===== src/rtl/dlfloat16_sqrt_sched.sv =====
// dlfloat16_sqrt_sched: shares one combinational DLFloat16 square-root core
// among NREQ requesters.
//   - Round-robin arbitration picks one requester while idle.
//   - The winning operand is registered onto core_in_o and held for CORE_LAT cycles.
//   - Result and flags are then captured and returned with the requester tag.
//   - Sticky flags accumulate for the FPU status register.
// Ports:
//   clk_i, rst_i              clock (rising edge), async active-high reset
//   req_valid_i/req_data_i    per-requester operand valid / operands (16 bits each)
//   req_ready_o               one-hot accept (combinational, idle only)
//   core_in_o                 registered operand to the sqrt core
//   core_out_i/core_flags_i   core result / {invalid, inexact, overflow, underflow, div_by_zero}
//   res_valid_o/res_ready_i   result handshake
//   res_data_o/res_flags_o    captured result / captured flags
//   res_tag_o                 owning requester index
//   busy_o                    scheduler not idle
//   sticky_flags_o            OR-accumulated flags
//   clear_flags_i             synchronous clear of the sticky flags
module dlfloat16_sqrt_sched #(
    parameter int unsigned NREQ     = 4,
    parameter int unsigned TAGW     = 2,
    parameter int unsigned CORE_LAT = 1
) (
    input  logic                 clk_i,
    input  logic                 rst_i,
    input  logic [NREQ-1:0]      req_valid_i,
    input  logic [16*NREQ-1:0]   req_data_i,
    output logic [NREQ-1:0]      req_ready_o,
    output logic [15:0]          core_in_o,
    input  logic [19:0]          core_out_i,
    input  logic [4:0]           core_flags_i,
    output logic                 res_valid_o,
    output logic [19:0]          res_data_o,
    output logic [4:0]           res_flags_o,
    output logic [TAGW-1:0]      res_tag_o,
    input  logic                 res_ready_i,
    output logic                 busy_o,
    output logic [4:0]           sticky_flags_o,
    input  logic                 clear_flags_i
);

    localparam int unsigned DW = 16;
    localparam int unsigned RW = 20;
    localparam int unsigned FW = 5;
    localparam int unsigned CW = 4;

    typedef enum logic [1:0] {
        ST_IDLE = 2'd0,
        ST_WAIT = 2'd1,
        ST_DONE = 2'd2
    } state_e;

    state_e          state_q, state_d;
    logic [TAGW-1:0] rr_ptr_q, rr_ptr_d;
    logic [CW-1:0]   cnt_q, cnt_d;
    logic [DW-1:0]   core_in_q, core_in_d;
    logic            res_valid_q, res_valid_d;
    logic [RW-1:0]   res_data_q, res_data_d;
    logic [FW-1:0]   res_flags_q, res_flags_d;
    logic [TAGW-1:0] res_tag_q, res_tag_d;
    logic [FW-1:0]   sticky_q, sticky_d;

    logic            grant_vld_c;
    logic [TAGW-1:0] grant_idx_c;
    logic [TAGW-1:0] scan_idx_c;
    logic [DW-1:0]   grant_op_c;

    // (base + off) mod NREQ, valid for off < NREQ and any NREQ in 2..8
    function automatic logic [TAGW-1:0] wrap_idx(input logic [TAGW-1:0] base,
                                                 input int unsigned     off);
        int unsigned s;
        s = 32'(base) + off;
        if (s >= NREQ) begin
            s = s - NREQ;
        end
        return TAGW'(s);
    endfunction

    // Round-robin scan starting at rr_ptr_q; first valid requester wins
    always_comb begin
        grant_vld_c = 1'b0;
        grant_idx_c = '0;
        scan_idx_c  = '0;
        for (int unsigned k = 0; k < NREQ; k++) begin
            scan_idx_c = wrap_idx(rr_ptr_q, k);
            if (!grant_vld_c && req_valid_i[scan_idx_c]) begin
                grant_vld_c = 1'b1;
                grant_idx_c = scan_idx_c;
            end
        end
        grant_op_c = req_data_i[32'(grant_idx_c)*DW +: DW];
    end

    // Accept is only offered while idle; forced low during reset
    always_comb begin
        req_ready_o = '0;
        if (!rst_i && (state_q == ST_IDLE) && grant_vld_c) begin
            req_ready_o = NREQ'(1) << grant_idx_c;
        end
    end

    // Next-state and datapath updates
    always_comb begin
        state_d     = state_q;
        rr_ptr_d    = rr_ptr_q;
        cnt_d       = cnt_q;
        core_in_d   = core_in_q;
        res_valid_d = res_valid_q;
        res_data_d  = res_data_q;
        res_flags_d = res_flags_q;
        res_tag_d   = res_tag_q;
        sticky_d    = clear_flags_i ? '0 : sticky_q;

        case (state_q)
            ST_IDLE: begin
                if (grant_vld_c) begin
                    core_in_d = grant_op_c;
                    res_tag_d = grant_idx_c;
                    rr_ptr_d  = wrap_idx(grant_idx_c, 1);
                    cnt_d     = CW'(CORE_LAT - 1);
                    state_d   = ST_WAIT;
                end
            end
            ST_WAIT: begin
                if (cnt_q != '0) begin
                    cnt_d = cnt_q - CW'(1);
                end else begin
                    res_data_d  = core_out_i;
                    res_flags_d = core_flags_i;
                    res_valid_d = 1'b1;
                    // new flags survive a simultaneous clear
                    sticky_d    = sticky_d | core_flags_i;
                    state_d     = ST_DONE;
                end
            end
            ST_DONE: begin
                if (res_valid_q && res_ready_i) begin
                    res_valid_d = 1'b0;
                    state_d     = ST_IDLE;
                end
            end
            default: begin
                state_d = ST_IDLE;
            end
        endcase
    end

    // State and datapath registers
    always_ff @(posedge clk_i or posedge rst_i) begin
        if (rst_i) begin
            state_q     <= ST_IDLE;
            rr_ptr_q    <= '0;
            cnt_q       <= '0;
            core_in_q   <= '0;
            res_valid_q <= 1'b0;
            res_data_q  <= '0;
            res_flags_q <= '0;
            res_tag_q   <= '0;
            sticky_q    <= '0;
        end else begin
            state_q     <= state_d;
            rr_ptr_q    <= rr_ptr_d;
            cnt_q       <= cnt_d;
            core_in_q   <= core_in_d;
            res_valid_q <= res_valid_d;
            res_data_q  <= res_data_d;
            res_flags_q <= res_flags_d;
            res_tag_q   <= res_tag_d;
            sticky_q    <= sticky_d;
        end
    end

    assign core_in_o      = core_in_q;
    assign res_valid_o    = res_valid_q;
    assign res_data_o     = res_data_q;
    assign res_flags_o    = res_flags_q;
    assign res_tag_o      = res_tag_q;
    assign sticky_flags_o = sticky_q;
    assign busy_o         = (state_q != ST_IDLE);

endmodule

===== config.mk =====
export PLATFORM = sky130hd
export DESIGN_NAME = dlfloat16_sqrt_sched
export DESIGN_NICKNAME = d
export VERILOG_FILES = /design/src/rtl/dlfloat16_sqrt_sched.sv
export SDC_FILE = /design/constraint.sdc
export NUM_CORES = 1
export LEC_CHECK = 0
export BUFFER_PORTS_ARGS = -buffer_cell sky130_fd_sc_hd__buf_4
export CAP_MARGIN = 20
export CORE_MARGIN = 8
export CORE_UTILIZATION = 45
export CTS_BUF_LIST = sky130_fd_sc_hd__clkbuf_16
export CTS_CLUSTER_DIAMETER = 200
export DETAILED_ROUTE_END_ITERATION = 16
export HOLD_SLACK_MARGIN = 0.08
export PLACE_DENSITY = 0.89
export SYNTH_ARGS = -nofsm -noshare
export SYNTH_HDL_FRONTEND = slang
export SYNTH_SLANG_ARGS = --single-unit

===== constraint.sdc =====
create_clock -name clk_i -period 2.4 [get_ports clk_i]
set_input_delay 0.12 -clock clk_i [delete_from_list [all_inputs] [get_ports clk_i]]
set_output_delay 0.12 -clock clk_i [all_outputs]
set_load 0.02 [all_outputs]

=== After elaboration in Yosys (flattened, before gate mapping) ===
Index checks and enable logic that the tools add are counted.

* Bits in registers: 57
* Bits of input ports: 97
* Output and inout bits: 54

* Add/sub/neg operators: 10
* $lt $le $gt $ge: 9
* Eq/ne operators: 6
* Shifts and indexed selects: 2
* Muxes and demuxes: 35
* Bitwise operators: 2
* Reductions and logical operators: 20

{| class="wikitable"
|+ Operator list
! cell !! number
|-
| $shiftx A64 B7 Y16 || 1
|-
| $mux W2 || 12
|-
| $mux W5 || 3
|-
| $ge A3 B3 Y1 const B || 4
|-
| $lt A2 B3 Y1 const B || 4
|-
| $mux W4 || 3
|-
| $mux W1 || 10
|-
| $sub A2 B1 Y2 const B || 5
|-
| $reduce_and A3 Y1 || 3
|-
| $bmux W1 S2 || 4
|-
| $ne A2 B2 Y1 const B || 4
|-
| $pmux W4 S2 || 1
|-
| $add A2 B1 Y3 const B || 2
|-
| $add A2 B2 Y3 const B || 2
|-
| $logic_and A1 B1 Y1 || 6
|-
| $pmux W2 S3 || 1
|-
| $reduce_bool A2 Y1 || 3
|-
| $or A5 B5 Y5 || 1
|-
| $logic_not A1 Y1 || 4
|-
| $reduce_and A2 Y1 || 2
|-
| $reduce_bool A4 Y1 || 1
|-
| $shl A1 B2 Y4 const A || 1
|-
| $sub A4 B1 Y4 const B || 1
|-
| $ge A2 B3 Y1 const B || 1
|-
| 5 further kinds || 5
|}

=== Depth between registers and ports, before layout ===
* Depth in word-level cells: 17
* Depth in mapped cells: 8
* Mapped depth without buffers: 7

=== Worst setup path after synthesis ===
OpenSTA, ideal clock, no wires.

* Path kind: reg2out
* From: register state_q[0]
* To: output req_ready_o[1]
* Arrival time: 1.955 ns
* Data required time: 2.280 ns
* Slack: 0.325 ns
* Stages on the path, launching flop included: 5
* Path buffers: 1
* Cells stage by stage: dfrtp_1 > or2_2 > or2_2 > buf_4 > nor4b_1

* Word-level cells in the longest chain between the ends: 4

{| class="wikitable"
|+ Ends and longest elaborated chain
! item !! RTL line !! text
|-
| start: declaration || 53 || <nowiki>state_e state_q, state_d;</nowiki>
|-
| start signal: assignment || 161 || <nowiki>state_q <= state_d;</nowiki>
|-
| $logic_not A2 Y1 || 97 || <nowiki>if (!rst_i && (state_q == ST_IDLE) && grant_vld_c) begin</nowiki>
|-
| $logic_and A1 B1 Y1 (2 in a row) || 97 ||
|-
| $mux W4 || 97 ||
|-
| end: declaration || 28 || <nowiki>output logic [NREQ-1:0] req_ready_o,</nowiki>
|}

No other way between the ends.

=== Worst setup path after layout ===
* From: register cnt_q[0]
* To: register sticky_q[3] (netlist: sticky_flags_o[3])

* Word-level cells in the longest chain between the ends: 3

{| class="wikitable"
|+ Ends and longest elaborated chain
! item !! RTL line !! text
|-
| start: declaration || 55 || <nowiki>logic [CW-1:0] cnt_q, cnt_d;</nowiki>
|-
| start signal: assignment || 163 || <nowiki>cnt_q <= cnt_d;</nowiki>
|-
| $reduce_bool A4 Y1 || 125 || <nowiki>if (cnt_q != '0) begin</nowiki>
|-
| $mux W5 || 125 ||
|-
| $mux W5 || 114 || <nowiki>case (state_q)</nowiki>
|-
| via sticky_d[3] || 61 || <nowiki>logic [FW-1:0] sticky_q, sticky_d;</nowiki>
|-
| end signal: assignment || 169 || <nowiki>sticky_q <= sticky_d;</nowiki>
|-
| end: declaration || 61 ||
|}

The timed path passes the listed nets, and every way through them passes these cells.
A chain may end at the register's enable or synchronous reset.

==> results.cfg <==
[power_and_ir_drop]
power.density_nw_per_um2 = 1350
combPwrFrac_pct = 49.9
p_sw_w = 0.00249
pwr-share-clk_pct = 21.2
vdd_drop_max_uv = 968
cellLeakagePower_nw = 2.37
sw_frac_of_total_pct = 40.9
pwr-share-seq_pct = 28.9
p_int_w = 0.00360

[worst_setup_path]
worstPathRequired_ps = 2650
crit_path_max_incr_delay_ps = 590
endpoint_kind = flop
critPathLaunchType = flop
path_cells = inv_1, ha_1, or3b_4, nor2b_4, buf_6, nand2_1, o21ai_0, dlygate4sd3_1
critPathKind = reg -> reg
cp_max_fo = 13
crit_family = buffers and inverters
crit_path_top_delay_cell = dlygate4sd3_1
critPathArrivalTime_ps = 2480
crit_buf_inv = 3

[finish]
fin_area_sq_um = 4500
final_cells = 541
antenna_cells = 0
layout.nets = 560
fillCellCount = 366
drive_gt1_share_pct = 37.6
area_delta_synth_final_pct = 63.0

[hold_path]
min_path_type = in -> reg

[floorplan]
coreArea_sq_um = 5920
num_rows = 28
die_x_um = 94.3
ios = 151
die_area_sq_um = 8900
fp.dieH_um = 94.3
initial_core_util_pct = 46.6

[synthesis]
ys_warn_count = 0
syn_inst = 283
synth.yosys.seq_area_share_pct = 51.7
ys_ff_latch = 57
ys_types = 32
syn_nets = 381
syn_area_per_cell_sq_um = 9.76
syn_area_sq_um = 2760

[place]
dp_cells = 496
dp.final_hpwl_um = 6400
gp_congestion = 0.886
placed_area_sq_um = 3890
port_buffers = 150

[timing]
tightest_slew_ps = 698
maxSlewViolCount = 0
fin_crit_sh_pct = 92.8
final-hold-violation-count = 0
fmax_mhz = 449
max_slew_margin_pct = 53.5
fin_crit_ps = 2230
fin_skew_ps = 6.53
rsz0062_at_grt = no
tns_ps = 0
setup_violations = 0

[global_route]
overflow = 0
first_global_vias = 2964
grt_usage_pct = 21.4
antenna_found_initial = 0
grt_pass1_wl_um = 14900
grt_max_degree = 58

[clocking]
root_buffer = clkbuf_16
htreeDepth = 3
clock_sinks = 57
numCtsBuffers = 9
cts_buffer_depth = 2
clk_pin_slew_ps = 50
clock_latency_ps = 320
cts_tree = done
post_cts_buffers = 0

[route]
drt-initial-drc-count = 90
drt_first_pass_iters = 4
vias = 2811
ant_nets = 0
wire_per_inst_um = 18.1
drt_wl_total_um = 9780
drc = 0
avgViaCountPerCell = 5.20

[flow_run]
maxCapViolCount = 0

[run_status]
outcome = complete, no violations
[kinds of logic after synthesis]
group           Yosys count  share of synthesized area (%)
simple gates            130                           19.8
flops                    57                           51.7
compound gates           33                           9.33
mux                      32                           11.6
buf+inv                  27                           6.25
xor+xnor                  3                          0.952
fa+ha+maj                 1                          0.453
[path summary, 6_finish.rpt]
path,depth (start not counted),slack [ps],end,start
min in group asynchronous,4,620,cnt_q[0],rst_i
min,3,130,core_in_o[13],req_data_i[29]
max reg2reg,8,170,sticky_flags_o[3],cnt_q[0]
max in group asynchronous,4,1320,core_in_o[15],rst_i
max,8,170,sticky_flags_o[3],cnt_q[0]
min reg2reg,2,480,res_data_o[14],res_data_o[14]
[registers in the layout, summed over array words and instances, names as in the netlist]
register / flops
cnt_q: 4
core_in_o: 16
res_data_o: 20
res_flags_o: 5
res_tag_o: 2
res_valid_o: 1
rr_ptr_q: 2
state_q: 2
sticky_flags_o: 5
[layer usage]
| layer | GRT usage, % | part of all wire, % | vias to the layer above | wire length (um) |
|---|---|---|---|---|
| met3 | 9.21 | 13 | 14 | 1260 |
| met2 | 36.4 | 48 | 156 | 4740 |
| li1 | - | - | 1310 | - |
| met1 | 22.9 | 37 | 1331 | 3630 |
| met5 | 0 | 0 | - | 0 |
| met4 | 8.59 | 1.5 | 0 | 150 |
[repair_timing]
item / 4_1_cts / 5_1_grt
hold endpoints to repair: 33 / 0
resized for setup: 0 / 4
endpoints found under the setup margin: 0 / 1
hold buffers: 29 / 0
[tightest hold or removal path, cell delays in order]
cell	delay, ps
buf_4	70
mux2i_1	50
o221ai_1	150
[synthesized netlist by cell type]
master     instances  area share, %
nor4b_1            2           0.63
xnor2_1            2           0.63
o221ai_1          16            5.1
o21ai_0            7            1.3
a21o_1             1           0.27
a21boi_0           1           0.27
and4_1             1           0.32
buf_12             2            1.4
nand2b_1           4           0.91
or2_2              2           0.45
o22a_2             1           0.36
nand2_2            1           0.23
nor2_2             1           0.23
xor2_1             1           0.32
o22ai_1            1           0.23
or3b_2             1           0.32
nor4_1             3           0.68
buf_2             10            1.8
buf_4              1           0.27
ha_1               1           0.45
o31ai_1            1           0.27
nor2_1             4           0.54
nor2b_1            3           0.68
dfrtp_1           57             52
a21oi_1            3           0.54
a211oi_4           1           0.72
nand2_1          106             14
inv_1             11            1.5
o2bb2ai_1          1           0.32
buf_6              3            1.2
mux2i_1           32             12
nand3_1            2           0.36
[power groups by stage]
stage,Clock [W],Sequential [W],Combinational (W)
final,0.00129,0.00176,0.00304
after global routing,0.00135,0.00181,0.00329
after floorplan,0,0.00218,0.00139
after CTS,0.00131,0.00174,0.00295
after detailed placement,0,0.00173,0.00290
after global placement,0,0.00172,0.00280
[area by class of cell]
cell class	count	area (sq um)	share of cell area, %
Timing Repair Buffer	184	1470	32.6
Clock buffer	9	225	5.00
Tap cell	75	93.8	2.08
Multi-Input combinational cell	199	1170	26.0
Clock inverter	6	75.1	1.67
Sequential cell	57	1430	31.7
Inverter	11	41.3	0.917
[stage by stage]
stage	util, %	worst slack, ps	power (W)	hold slack [ps]
final	76.0	173	0.00609	126
after floorplan	-	325	0.00357	216
after CTS	75.7	81.8	0.00600	120
after global placement	65.7	579	0.00452	308
after detailed placement	65.7	485	0.00463	314
after global routing	76.0	106	0.00644	131
[placed cells by master, fill, tap and decap left out, drive strengths merged, types with 3 or more instances in the layout]
master       Yosys  routed
mux2i           32      32
a21oi            3       3
o221ai          16      16
inv             11      12
nor4             3       3
nor2             5       5
dlygate4sd3      0      29
o21ai            7       7
nand2          107     107
nor2b            3       3
buf             16     155
dfrtp           57      57
clkinv           0       3
clkbuf           0       9
nand2b           4       4
Power figures use the tool's default switching activity.
